`src/rtl/pipe_pkg.sv`:
```
// Shared pipeline definitions: fetch state encoding, queue entry layout and PC helpers.
package pipe_pkg;

    localparam logic [31:0] NOP_INSTR        = 32'h0000_0000;
    localparam logic [31:0] RESET_PC_DEFAULT = 32'h0000_3000;

    typedef enum logic [1:0] {
        IDLE  = 2'd0,
        BUSY  = 2'd1,
        FLUSH = 2'd2
    } fetch_state_e;

    typedef struct packed {
        logic [31:0] instr;
        logic [31:0] pc4;
    } fetch_entry_t;

    function automatic logic [31:0] next_word(input logic [31:0] addr);
        return addr + 32'd4;
    endfunction

    function automatic logic [31:0] word_align(input logic [31:0] addr);
        return {addr[31:2], 2'b00};
    endfunction

endpackage

```
`src/rtl/fetch_queue.sv`:
```
// Two-entry FIFO of fetched {instr, pc4}; flush wins over any same-cycle push or pop.
module fetch_queue
    import pipe_pkg::*;
(
    input  logic         clk,
    input  logic         rst_n,
    input  logic         push,
    input  logic         pop,
    input  logic         flush,
    input  fetch_entry_t push_data,
    output fetch_entry_t head,
    output logic [1:0]   count
);

    fetch_entry_t entry_r [2];
    logic         rd_ptr_r;
    logic         wr_ptr_r;
    logic [1:0]   count_r;
    logic         push_ok_s;
    logic         pop_ok_s;
    logic [1:0]   count_next_s;

    // Qualify push/pop against occupancy and compute the next fill level.
    always_comb begin
        pop_ok_s  = pop & (count_r != 2'd0);
        push_ok_s = push & ((count_r != 2'd2) | pop_ok_s);
        case ({push_ok_s, pop_ok_s})
            2'b10:   count_next_s = count_r + 2'd1;
            2'b01:   count_next_s = count_r - 2'd1;
            default: count_next_s = count_r;
        endcase
    end

    // Storage, pointers and occupancy.
    always_ff @(posedge clk or negedge rst_n) begin
        if (!rst_n) begin
            entry_r[0] <= fetch_entry_t'(64'd0);
            entry_r[1] <= fetch_entry_t'(64'd0);
            rd_ptr_r   <= 1'b0;
            wr_ptr_r   <= 1'b0;
            count_r    <= 2'd0;
        end else if (flush) begin
            rd_ptr_r <= 1'b0;
            wr_ptr_r <= 1'b0;
            count_r  <= 2'd0;
        end else begin
            if (push_ok_s) begin
                entry_r[wr_ptr_r] <= push_data;
                wr_ptr_r          <= ~wr_ptr_r;
            end
            if (pop_ok_s) begin
                rd_ptr_r <= ~rd_ptr_r;
            end
            count_r <= count_next_s;
        end
    end

    assign head  = entry_r[rd_ptr_r];
    assign count = count_r;

endmodule

```
`src/rtl/if_fetch.sv`:
```
// Instruction-fetch stage: owns the PC, issues req/ack word fetches and feeds IF/ID
// from a 2-entry queue; an ID redirect squashes everything younger than the branch.
module if_fetch
    import pipe_pkg::*;
#(
    parameter logic [31:0] RESET_PC = RESET_PC_DEFAULT
) (
    input  logic        clk,
    input  logic        rst_n,
    input  logic        stall_D,
    input  logic        redirect,
    input  logic [31:0] redirect_pc,
    output logic        imem_req,
    output logic [31:0] imem_addr,
    input  logic        imem_ack,
    input  logic [31:0] imem_rdata,
    output logic [31:0] IR_F_out,
    output logic [31:0] PC4_F_out,
    output logic        valid_F_out
);

    fetch_state_e state_r;
    logic [31:0]  pc_r;
    logic [31:0]  target_s;
    logic [31:0]  ack_pc4_s;
    logic         consume_s;
    logic         push_s;
    logic         room_s;
    logic [2:0]   fill_next_s;
    logic [1:0]   count_s;
    fetch_entry_t head_s;
    fetch_entry_t push_data_s;

    // Handshake qualifiers and head-of-queue presentation to IF/ID.
    always_comb begin
        target_s    = word_align(redirect_pc);
        ack_pc4_s   = next_word(imem_addr);
        valid_F_out = (count_s != 2'd0) & ~redirect;
        consume_s   = valid_F_out & ~stall_D;
        push_s      = (state_r == BUSY) & imem_ack & ~redirect;
        push_data_s = '{instr: imem_rdata, pc4: ack_pc4_s};
        // Room for one more fetch after this cycle's pop and push settle.
        fill_next_s = {1'b0, count_s} - {2'b00, consume_s} + {2'b00, push_s};
        room_s      = (fill_next_s < 3'd2);
        if (valid_F_out) begin
            IR_F_out  = head_s.instr;
            PC4_F_out = head_s.pc4;
        end else begin
            IR_F_out  = NOP_INSTR;
            PC4_F_out = 32'h0000_0000;
        end
    end

    fetch_queue u_queue (
        .clk       (clk),
        .rst_n     (rst_n),
        .push      (push_s),
        .pop       (consume_s),
        .flush     (redirect),
        .push_data (push_data_s),
        .head      (head_s),
        .count     (count_s)
    );

    // Fetch FSM: PC, request and address; the address is frozen while a request is unacked.
    always_ff @(posedge clk or negedge rst_n) begin
        if (!rst_n) begin
            state_r   <= IDLE;
            pc_r      <= RESET_PC;
            imem_req  <= 1'b0;
            imem_addr <= RESET_PC;
        end else begin
            case (state_r)
                IDLE: begin
                    if (redirect) begin
                        pc_r      <= target_s;
                        imem_addr <= target_s;
                        imem_req  <= 1'b1;
                        state_r   <= BUSY;
                    end else if (room_s) begin
                        imem_addr <= pc_r;
                        imem_req  <= 1'b1;
                        state_r   <= BUSY;
                    end else begin
                        imem_req <= 1'b0;
                        state_r  <= IDLE;
                    end
                end
                BUSY: begin
                    if (imem_ack && redirect) begin
                        pc_r      <= target_s;
                        imem_addr <= target_s;
                    end else if (redirect) begin
                        pc_r    <= target_s;
                        state_r <= FLUSH;
                    end else if (imem_ack) begin
                        pc_r <= ack_pc4_s;
                        if (room_s) begin
                            imem_addr <= ack_pc4_s;
                        end else begin
                            imem_req <= 1'b0;
                            state_r  <= IDLE;
                        end
                    end else begin
                        state_r <= BUSY;
                    end
                end
                // The stale request's data is dropped; the latest target is fetched next.
                FLUSH: begin
                    if (redirect) begin
                        pc_r <= target_s;
                        if (imem_ack) begin
                            imem_addr <= target_s;
                            state_r   <= BUSY;
                        end
                    end else if (imem_ack) begin
                        imem_addr <= pc_r;
                        state_r   <= BUSY;
                    end else begin
                        state_r <= FLUSH;
                    end
                end
                default: begin
                    imem_req <= 1'b0;
                    state_r  <= IDLE;
                end
            endcase
        end
    end

endmodule

```
`config.mk`:
```
export PLATFORM = sky130hd
export DESIGN_NAME = if_fetch
export DESIGN_NICKNAME = d
export VERILOG_FILES = /design/src/rtl/pipe_pkg.sv /design/src/rtl/fetch_queue.sv /design/src/rtl/if_fetch.sv
export SDC_FILE = /design/constraint.sdc
export NUM_CORES = 1
export LEC_CHECK = 0
export BUFFER_PORTS_ARGS = -buffer_cell sky130_fd_sc_hd__buf_2
export CAP_MARGIN = 20
export CELL_PAD_IN_SITES_DETAIL_PLACEMENT = 2
export CELL_PAD_IN_SITES_GLOBAL_PLACEMENT = 2
export CORE_ASPECT_RATIO = 1.1
export CORE_MARGIN = 1.5
export CORE_UTILIZATION = 38
export DETAILED_ROUTE_END_ITERATION = 10
export PLACE_DENSITY = 0.86
export SYNTH_ARGS = -nofsm -noshare
export SYNTH_HDL_FRONTEND = slang
export SYNTH_SLANG_ARGS = --single-unit
```
`constraint.sdc`:
```
create_clock -name clk -period 10.5 [get_ports clk]
set_input_delay 1.05 -clock clk [delete_from_list [all_inputs] [get_ports clk]]
set_output_delay 1.05 -clock clk [all_outputs]
set_load 0.01 [all_outputs]
```
==> impl_metrics.py, run 1 <==
metrics = {
    "power": {
        "vdd_drop_max_uv": 94.0,
        "leakage_nw": 5.24,
        "p_per_area_mw_per_mm2": 244,
        "p_seq_share_pct": 46.9,
        "power.internal_w": 0.00173,
        "power.switching_w": 0.00109,
        "pwr-share-comb_pct": 29.4,
        "clkPwrFrac_pct": 23.7,
        "p_sw_share_pct": 38.6,
    },
    "flow_run": {
        "drv_cap": 0,
    },
    "critical_path": {
        "end_kind": "flop",
        "critPathMostFrequentCell": "or2_2",
        "critPathCapture": "imem_addr[29]",
        "path_max_fanout": 40,
        "worstSetupPathType": "input pin to flop",
        "cp-start-kind": "input pin",
        "reg2reg_depth": 11,
        "cp_data_required_time_ps": 10820,
        "path_cells": "buf_2 > or2_2 > nor2_1 > ha_1 > or2_2 > fa_1 > xnor2_1 > a21o_1 > o2111a_1 > o21ai_0 > o2bb2ai_1",
        "r2r_slack_ps": 6650,
        "cp_slowest_stage_delay_ps": 820,
        "crit_start": "redirect",
        "worstReg2RegStart": "u_queue.count[1]",
        "r2r_end": "imem_addr[29]",
        "cpMaxStageDelayCell": "o2111a_1",
        "crit_arrival_ps": 4710,
    },
    "clock_tree": {
        "postCtsSetupRepairBufs": 0,
        "clk_pin_slew_ps": 90,
        "cts_tree": "done",
        "clock_tree.buffer_depth": 2,
        "cts_hold_buf": 0,
        "cts_buffers": 17,
        "cts.sinks": 199,
        "ctsHtreeMaxLevel": 4,
        "clkLatencyLatePin_ps": 440,
        "clockRootBuffer": "clkbuf_16",
        "cts_resized": 0,
    },
    "global_route": {
        "antenna_found_initial": 0,
        "grt_pass1_vias": 9315,
        "grt_max_degree": 97,
        "grt_use_total_pct": 25.3,
        "grt_pass1_wl_um": 52900,
        "overflow": 0,
    },
    "yosys": {
        "yosysSeqAreaShare_pct": 50.2,
        "syn_avg_cell_area_um2": 9.48,
        "synth_edf_count": 0,
        "synth-main-ff-cell": "dfrtp_1",
        "synthArstFlopShare_pct": 100,
        "ys_top_cells_by_area": "dfrtp_1, nand2_1, mux2i_1",
        "yosys_register_bits": 199,
        "synth_top_area_cell": "dfrtp_1",
        "postSynthCellCount": 1047,
        "syn-num-nets": 1119,
        "synth_warnings": 0,
        "synth_top_area_share_pct": 49.2,
        "synth_cell_types": 60,
        "synth_area_mm2": 0.00992,
    },
    "timing": {
        "fin_hold_ws_ps": 480,
        "finalMaxSlewViolations": 0,
        "fmax_mhz": 228,
        "fin_skew_ps": 17.6,
        "relSlewSlack_pct": 28.3,
        "tightestPinTransition_ps": 1080,
        "hold_viol_final": 0,
        "fin_ws_ps": 6110,
        "period_needed_ps": 4390,
        "rsz0062_at_grt": "false",
        "tns_ps": 0,
        "finalSetupViolCount": 0,
        "period_share_pct": 41.8,
    },
    "finish": {
        "syn2layout_area_growth_pct": 16.7,
        "fin_nets": 1234,
        "seqCellArea_mm2": 0.00499,
        "diodes": 0,
        "fin_cells": 1521,
        "multi_input_area_mm2": 0.00458,
        "drive_gt1_share_pct": 22.3,
        "final_core_utilization_pct": 45.4,
        "n_fill_cell": 2847,
    },
    "placement": {
        "gp_congestion": 0.775,
        "dpl.hpwl_um": 21700,
        "preCtsSetupSlack_ps": 5800,
        "place_inst": 1487,
        "io_buffers": 164,
    },
    "routing": {
        "post_drt_wl_per_cell_um": 22.1,
        "drt-initial-drc-count": 523,
        "drc_errors": 0,
        "top_layer_used": "met4",
        "ant_nets": 0,
        "routed_wl_um": 33600,
        "wl_met3_um": 1360,
        "first_pass_iters": 5,
        "vias": 8606,
        "viasPerCell": 5.66,
        "drt-met1-wl_um": 15200,
        "wl_met2_um": 16600,
    },
    "floorplan": {
        "dieWidth_um": 157,
        "coreArea_mm2": 0.0255,
        "start_util_pct": 38.9,
        "die_area_mm2": 0.0271,
        "ios": 167,
        "die_h_um": 172,
        "num_rows": 61,
    },
    "worst_hold_path": {
        "whs_path_depth": 2,
        "hold_path.class": "flop to flop",
        "holdCritStartpoint": "u_queue.entry_r[95]",
    },
    "outcome": {
        "status": "complete, no violations",
    },
}
power by group through the flow:
stage / clock network [W] / logic, W / registers (W)
floorplan: 0 / 0.000534 / 0.00126
detailed placement: 0 / 0.000815 / 0.00133
global placement: 0 / 0.000756 / 0.00130
global route: 0.000708 / 0.000925 / 0.00136
finish: 0.000668 / 0.000829 / 0.00132
CTS: 0.000682 / 0.000834 / 0.00132
cell type report:
type                            count  share of cell area, %
Sequential cell                   199                   43.1
Multi-Input combinational cell    757                   39.6
Timing Repair Buffer              178                   8.28
Tap cell                          346                   3.74
Clock buffer                       17                   3.67
Clock inverter                     15                   1.37
Inverter                            9                  0.292
cells in the final DEF, fill, tap and decap left out, drive strengths merged, types with 4 or more instances in the layout:
cell / synthesis / routed
a211oi: 9 / 9
a21o: 11 / 11
a21oi: 30 / 30
a221oi: 5 / 5
a222oi: 7 / 7
a22o: 5 / 5
a22oi: 4 / 4
a31oi: 4 / 4
a32oi: 18 / 18
and3: 11 / 11
and4: 7 / 7
buf: 33 / 177
clkbuf: 49 / 18
clkinv: 0 / 4
dfrtp: 195 / 195
dfstp: 4 / 4
inv: 9 / 17
mux2: 33 / 33
mux2i: 67 / 67
nand2: 191 / 191
nand2b: 6 / 6
nand3: 14 / 14
nand4: 9 / 9
nor2: 106 / 106
nor2b: 5 / 5
nor3: 12 / 12
o21ai: 114 / 114
o22a: 5 / 5
o22ai: 11 / 11
o2bb2ai: 10 / 10
o31ai: 4 / 4
xnor2: 21 / 21
xor2: 9 / 9
worst max-delay path, delay by kind of cell:
| kind | cells | cell delay [ps] |
|---|---|---|
| adders and majority gates | 2 | 660 |
| xor gates and xnor gates | 1 | 270 |
| and+or+nand+nor | 3 | 620 |
| buffers and inverters | 1 | 630 |
| AOI/OAI and AO/OA | 4 | 1460 |
state kept, by name, summed over array words and instances, names as in the netlist:
name,cells
u_queue.entry_r,128
pc_r,32
imem_req,1
imem_addr,32
u_queue.rd_ptr_r,1
state_r,2
u_queue.count,2
u_queue.wr_ptr_r,1
routing by layer:
layer  track usage (%)  up-vias
li1                  -     3905
met1              33.9     4431
met2              43.2      228
met3              3.76       42
met4              6.11        0
met5                 0        -
how the worst min path moves through the flow:
| stage | to | slack (ps) |
|---|---|---|
| floorplan | pc_r[3] | 440 |
| global placement | u_queue.entry_r[111] | 460 |
| detailed placement | u_queue.entry_r[111] | 470 |
| CTS | u_queue.entry_r[111] | 490 |
| global route | u_queue.entry_r[82] | 500 |
| finish | u_queue.entry_r[95] | 480 |
synthesized netlist by cell type, types with 4 or more instances:
cell and number:
o21ai_0 111, nand4_1 8, o22ai_1 11, buf_1 11, dfstp_2 4, and3_1 10
nand3_1 14, xor2_1 9, nand2b_1 6, a211oi_1 9, nor2b_1 5, o31ai_1 4
clkbuf_1 48, inv_1 9, nor2_1 106, a21oi_1 30, nand2_1 191, dfrtp_1 195
a221oi_1 5, o22a_1 5, a22o_1 5, a21o_1 11, a31oi_1 4, and4_1 6
mux2i_1 67, buf_4 4, a222oi_1 7, buf_2 18, nor3_1 12, o2bb2ai_1 10
xnor2_1 21, a22oi_1 4, a32oi_1 18, mux2_2 33
stage by stage:
step | total power, W | area (um2)
2_1_floorplan | 0.00179 | 9920
3_3_place_gp | 0.00205 | 11000
3_5_place_dp | 0.00214 | 11000
4_1_cts | 0.00284 | 11500
5_1_grt | 0.00299 | 11600
6_report | 0.00282 | 11600
cells by family (layout without fill, tap and decap cells):
| logic type | count (synthesis) | after routing | synth area share [%] |
|---|---|---|---|
| simple gates | 374 | 374 | 16.3 |
| buf+inv | 91 | 219 | 3.83 |
| mux | 100 | 100 | 10.5 |
| fa+ha+maj | 3 | 3 | 0.454 |
| xor+xnor | 30 | 30 | 2.65 |
| flops | 199 | 199 | 50.2 |
| compound gates | 250 | 250 | 16.0 |
No activity file was read; power rests on OpenSTA's default activity.
==> run 2: changes to the inputs <==
CORE_UTILIZATION = 32   (was 38)
PLACE_DENSITY = 0.77   (was 0.86)
clock period = 4 ns   (was 10.5 ns; I/O delays follow)
==> impl_metrics.py, run 2 (synthesis gave the netlist of run 1 again) <==
metrics = {
    "timing": {
        "fmax_mhz": 279,
        "fin_skew_ps": 12.0,
        "period_share_pct": 89.5,
        "finalMaxSlewViolations": 0,
        "hold_viol_final": 0,
        "finalSetupViolCount": 0,
        "tns_ps": 0,
        "fin_ws_ps": 421,
        "period_needed_ps": 3580,
        "relSlewSlack_pct": 31.4,
        "rsz0062_at_grt": "false",
        "tightestPinTransition_ps": 1030,
    },
    "critical_path": {
        "reg2reg_depth": 11,
        "cp-start-kind": "flop",
        "crit_arrival_ps": 3900,
        "r2r_end": "imem_addr[29]",
        "worstSetupPathType": "flop to flop",
        "worstReg2RegStart": "u_queue.count[1]",
        "cp_data_required_time_ps": 4320,
        "end_kind": "flop",
        "r2r_slack_ps": 420,
        "path_max_fanout": 17,
    },
    "finish": {
        "fin_nets": 1241,
        "drive_gt1_share_pct": 22.8,
        "fin_cells": 1596,
        "diodes": 0,
        "largest_reg_flops": 128,
        "n_fill_cell": 3445,
        "top_regs": "u_queue.entry_r x128, imem_addr x32, pc_r x32",
        "syn2layout_area_growth_pct": 18.0,
        "finalInstanceArea_mm2": 0.0117,
        "layout_common_cells": "dfrtp_1, nand2_1, buf_2",
        "regMostFlops": "u_queue.entry_r",
        "final_common_cell": "dfrtp_1",
    },
    "clock_tree": {
        "cts_hold_buf": 0,
        "clockRootBuffer": "clkbuf_16",
        "cts_buffers": 17,
        "ctsHtreeMaxLevel": 4,
        "cts_tree": "done",
        "clk_pin_slew_ps": 70,
        "clock_tree.buffer_depth": 2,
        "cts_resized": 0,
        "postCtsSetupRepairBufs": 0,
        "clkLatencyLatePin_ps": 440,
        "cts.sinks": 199,
    },
    "placement": {
        "dpl.hpwl_um": 21500,
        "io_buffers": 164,
        "gp_congestion": 0.797,
        "place_inst": 1563,
        "preCtsSetupSlack_ps": 363,
        "dpl_cell_area_mm2": 0.0111,
    },
    "floorplan": {
        "num_rows": 67,
        "ios": 167,
        "dieWidth_um": 171,
        "die_h_um": 188,
        "start_util_pct": 32.5,
        "coreArea_mm2": 0.0305,
        "die_area_mm2": 0.0321,
    },
    "flow_run": {
        "drv_cap": 0,
    },
    "routing": {
        "post_drt_wl_per_cell_um": 19.6,
        "vias": 8351,
        "routed_wl_um": 31300,
        "ant_nets": 0,
        "drc_errors": 0,
        "first_pass_iters": 5,
        "drt-initial-drc-count": 404,
        "viasPerCell": 5.23,
    },
    "outcome": {
        "status": "complete, no violations",
    },
    "worst_hold_path": {
        "hold_path.class": "input pin to async pin",
    },
    "power": {
        "p_per_area_mw_per_mm2": 621,
        "pwr-share-comb_pct": 28.9,
        "p_sw_share_pct": 37.3,
        "leakage_nw": 5.27,
        "vdd_drop_max_uv": 309,
        "p_seq_share_pct": 47.1,
        "power.switching_w": 0.00272,
        "power.internal_w": 0.00456,
        "clkPwrFrac_pct": 24.0,
    },
    "global_route": {
        "antenna_found_initial": 0,
        "grt_use_total_pct": 20.0,
        "grt_max_degree": 85,
        "grt_pass1_vias": 9010,
        "overflow": 0,
        "grt_pass1_wl_um": 50300,
    },
}
-- run 2: worst max-delay path by stage --
stage                          start             to  slack, ps  depth (start not counted)
CTS                 u_queue.count[1]  imem_addr[29]        330                         11
global route        u_queue.count[1]  imem_addr[20]        150                         11
global placement    u_queue.count[1]   imem_addr[5]        580                         12
detailed placement  u_queue.count[1]  imem_addr[29]        360                         11
floorplan                   redirect  imem_addr[24]        430                         14
finish              u_queue.count[1]  imem_addr[29]        420                         11
-- run 2: layer usage --
metal	share of wire [%]	global-route usage, %
met1	46	26.4
met2	48	33.5
met3	4.7	4.50
met4	1.2	4.59
met5	0	0
-- run 2: area by class of cell --
| type | count | area [um2] | area share (%) |
|---|---|---|---|
| Sequential cell | 199 | 4990 | 42.6 |
| Multi-Input combinational cell | 757 | 4580 | 39.1 |
| Tap cell | 414 | 518 | 4.42 |
| Clock inverter | 14 | 145 | 1.24 |
| Clock buffer | 18 | 439 | 3.75 |
| Timing Repair Buffer | 185 | 1000 | 8.54 |
| Inverter | 9 | 33.8 | 0.289 |
-- run 2: power groups by stage --
stage	registers (W)	logic, W	clock network (W)
2_1_floorplan	0.00330	0.00140	0
5_1_grt	0.00354	0.00238	0.00188
3_3_place_gp	0.00341	0.00203	0
6_report	0.00343	0.00210	0.00175
4_1_cts	0.00343	0.00215	0.00180
3_5_place_dp	0.00347	0.00214	0
-- run 2: through the flow --
step / util, % / power, W / hold WS [ps]
after floorplan: - / 0.00470 / 104
after global placement: 36.4 / 0.00544 / 458
after detailed placement: 36.4 / 0.00560 / 466
after CTS: 38.3 / 0.00739 / 42.7
after global routing: 38.4 / 0.00779 / 62.1
final: 38.4 / 0.00728 / 28.9
-- run 2: worst max-delay path, cell delays in order, from the launching register on --
cell       delay [ps]
dfrtp_1           480
nor2_1            140
or2_2             300
nor2_1            120
ha_1              240
or2_2             300
fa_1              380
xnor2_1           250
a21o_1            190
o2111a_1          650
o21ai_0           220
o2bb2ai_1         170
==> run 3: changes to the inputs <==
CORE_UTILIZATION = 35   (was 32)
PLACE_DENSITY = 0.8   (was 0.77)
clock period = 3.9 ns   (was 4 ns; I/O delays follow)
==> impl_metrics.py, run 3 (synthesis gave the netlist of run 1 again) <==
metrics = {
    "clock_tree": {
        "clockRootBuffer": "clkbuf_16",
        "clkLatencyLatePin_ps": 440,
        "postCtsSetupRepairBufs": 0,
        "cts.sinks": 199,
        "cts_hold_buf": 0,
        "clk_pin_slew_ps": 70,
        "cts_tree": "done",
        "cts_buffers": 17,
        "cts_resized": 0,
        "ctsHtreeMaxLevel": 4,
        "clock_tree.buffer_depth": 2,
    },
    "timing": {
        "hold_viol_final": 0,
        "fin_skew_ps": 15.4,
        "finalMaxSlewViolations": 0,
        "fmax_mhz": 296,
        "finalSetupViolCount": 0,
        "period_needed_ps": 3380,
        "tightestPinTransition_ps": 1070,
        "period_share_pct": 86.6,
        "rsz0062_at_grt": "false",
        "relSlewSlack_pct": 28.6,
        "tns_ps": 0,
    },
    "critical_path": {
        "critPathCapture": "imem_addr[3]",
        "crit_arrival_ps": 3680,
        "r2r_end": "imem_addr[3]",
        "r2r_slack_ps": 520,
        "path_max_fanout": 40,
        "end_kind": "flop",
        "crit_start": "u_queue.count[1]",
        "reg2reg_depth": 11,
        "worstSetupPathType": "flop to flop",
        "cp_data_required_time_ps": 4210,
        "cp-start-kind": "flop",
        "worstReg2RegStart": "u_queue.count[1]",
    },
    "flow_run": {
        "drv_cap": 0,
    },
    "routing": {
        "ant_nets": 0,
        "drt-initial-drc-count": 442,
        "viasPerCell": 5.49,
        "routed_wl_um": 31800,
        "drc_errors": 0,
        "vias": 8474,
        "post_drt_wl_per_cell_um": 20.6,
        "first_pass_iters": 5,
    },
    "global_route": {
        "overflow": 0,
        "grt_max_degree": 99,
        "grt_pass1_vias": 9053,
        "grt_pass1_wl_um": 51400,
        "antenna_found_initial": 0,
        "grt_use_total_pct": 22.2,
    },
    "finish": {
        "layout_common_cells": "dfrtp_1, nand2_1, buf_2",
        "fin_cells": 1543,
        "top_regs": "u_queue.entry_r x128, imem_addr x32, pc_r x32",
        "syn2layout_area_growth_pct": 18.0,
        "diodes": 0,
        "n_fill_cell": 3111,
        "largest_reg_flops": 128,
        "regMostFlops": "u_queue.entry_r",
        "drive_gt1_share_pct": 22.6,
        "fin_nets": 1239,
        "final_common_cell": "dfrtp_1",
    },
    "power": {
        "p_seq_share_pct": 46.4,
        "p_per_area_mw_per_mm2": 652,
        "power.switching_w": 0.00283,
        "pwr-share-comb_pct": 28.8,
        "p_sw_share_pct": 37.1,
        "leakage_nw": 5.30,
        "vdd_drop_max_uv": 270,
        "power.internal_w": 0.00480,
        "clkPwrFrac_pct": 24.8,
    },
    "floorplan": {
        "dieWidth_um": 164,
        "die_area_mm2": 0.0294,
        "ios": 167,
        "num_rows": 64,
        "start_util_pct": 35.6,
        "die_h_um": 180,
        "coreArea_mm2": 0.0279,
    },
    "worst_hold_path": {
        "hold_path.class": "input pin to async pin",
    },
    "placement": {
        "gp_congestion": 0.770,
        "place_inst": 1510,
        "dpl.hpwl_um": 21500,
        "io_buffers": 164,
    },
    "outcome": {
        "status": "complete, no violations",
    },
}
-- run 3: cell count changes in the layout (fill, tap and decap cells not counted), sizes merged --
cell	delta
buf	-2
bufinv	+2
clkbuf	-1
clkinv	-2
clkinvlp	-1
inv	+2
-- run 3: how the worst min path moves through the flow --
stage | start | endpoint | depth (start not counted)
after detailed placement | u_queue.entry_r[125] | u_queue.entry_r[125] | 2
after global placement | u_queue.entry_r[106] | u_queue.entry_r[106] | 2
after CTS | rst_n | u_queue.entry_r[56] | 1
final | rst_n | u_queue.entry_r[56] | 1
after global routing | rst_n | u_queue.entry_r[126] | 1
after floorplan | rst_n | imem_addr[0] | 0
-- run 3: metal layers --
metal	wire [um]	vias up	global-route usage, %
met1	14500	4342	29.9
li1	-	3910	-
met4	240	0	3.67
met3	1250	20	3.30
met2	15800	202	38.1
met5	0	-	0
-- run 3: power by group through the flow --
stage / logic [W] / clock network (W) / registers [W]
3_3_place_gp: 0.00207 / 0 / 0.00350
5_1_grt: 0.00247 / 0.00201 / 0.00367
6_report: 0.00220 / 0.00189 / 0.00354
2_1_floorplan: 0.00144 / 0 / 0.00338
3_5_place_dp: 0.00219 / 0 / 0.00357
4_1_cts: 0.00222 / 0.00193 / 0.00354
-- run 3: critical path, stage by stage, from the launching register on --
cell and delay, ps:
dfrtp_1 500, nor2_1 150, or2_2 310, nor2_1 90, ha_1 230, or2_2 300, fa_1 380, xnor2_1 280
a21o_1 200, o2111ai_2 140, buf_12 220, o41ai_1 420
-- run 3: stage by stage --
step,utilization (%),hold slack (ps),instance area (um2),power [W],worst slack (ps)
2_1_floorplan,-,94.4,9920,0.00482,344
3_3_place_gp,39.7,457,11100,0.00557,724
3_5_place_dp,39.7,465,11100,0.00576,552
4_1_cts,41.9,83.1,11700,0.00769,550
5_1_grt,42.0,83.8,11700,0.00816,307
6_report,42.0,22.2,11700,0.00763,522
-- run 3: final cells by class --
type	instances	area (um2)	share of cell area, %
clock inverter	15	193	1.65
inverter	9	33.8	0.289
timing repair buffer	183	1030	8.80
multi-input combinational	757	4580	39.1
sequential	199	4990	42.6
tap	363	454	3.88
clock buffer	17	425	3.63
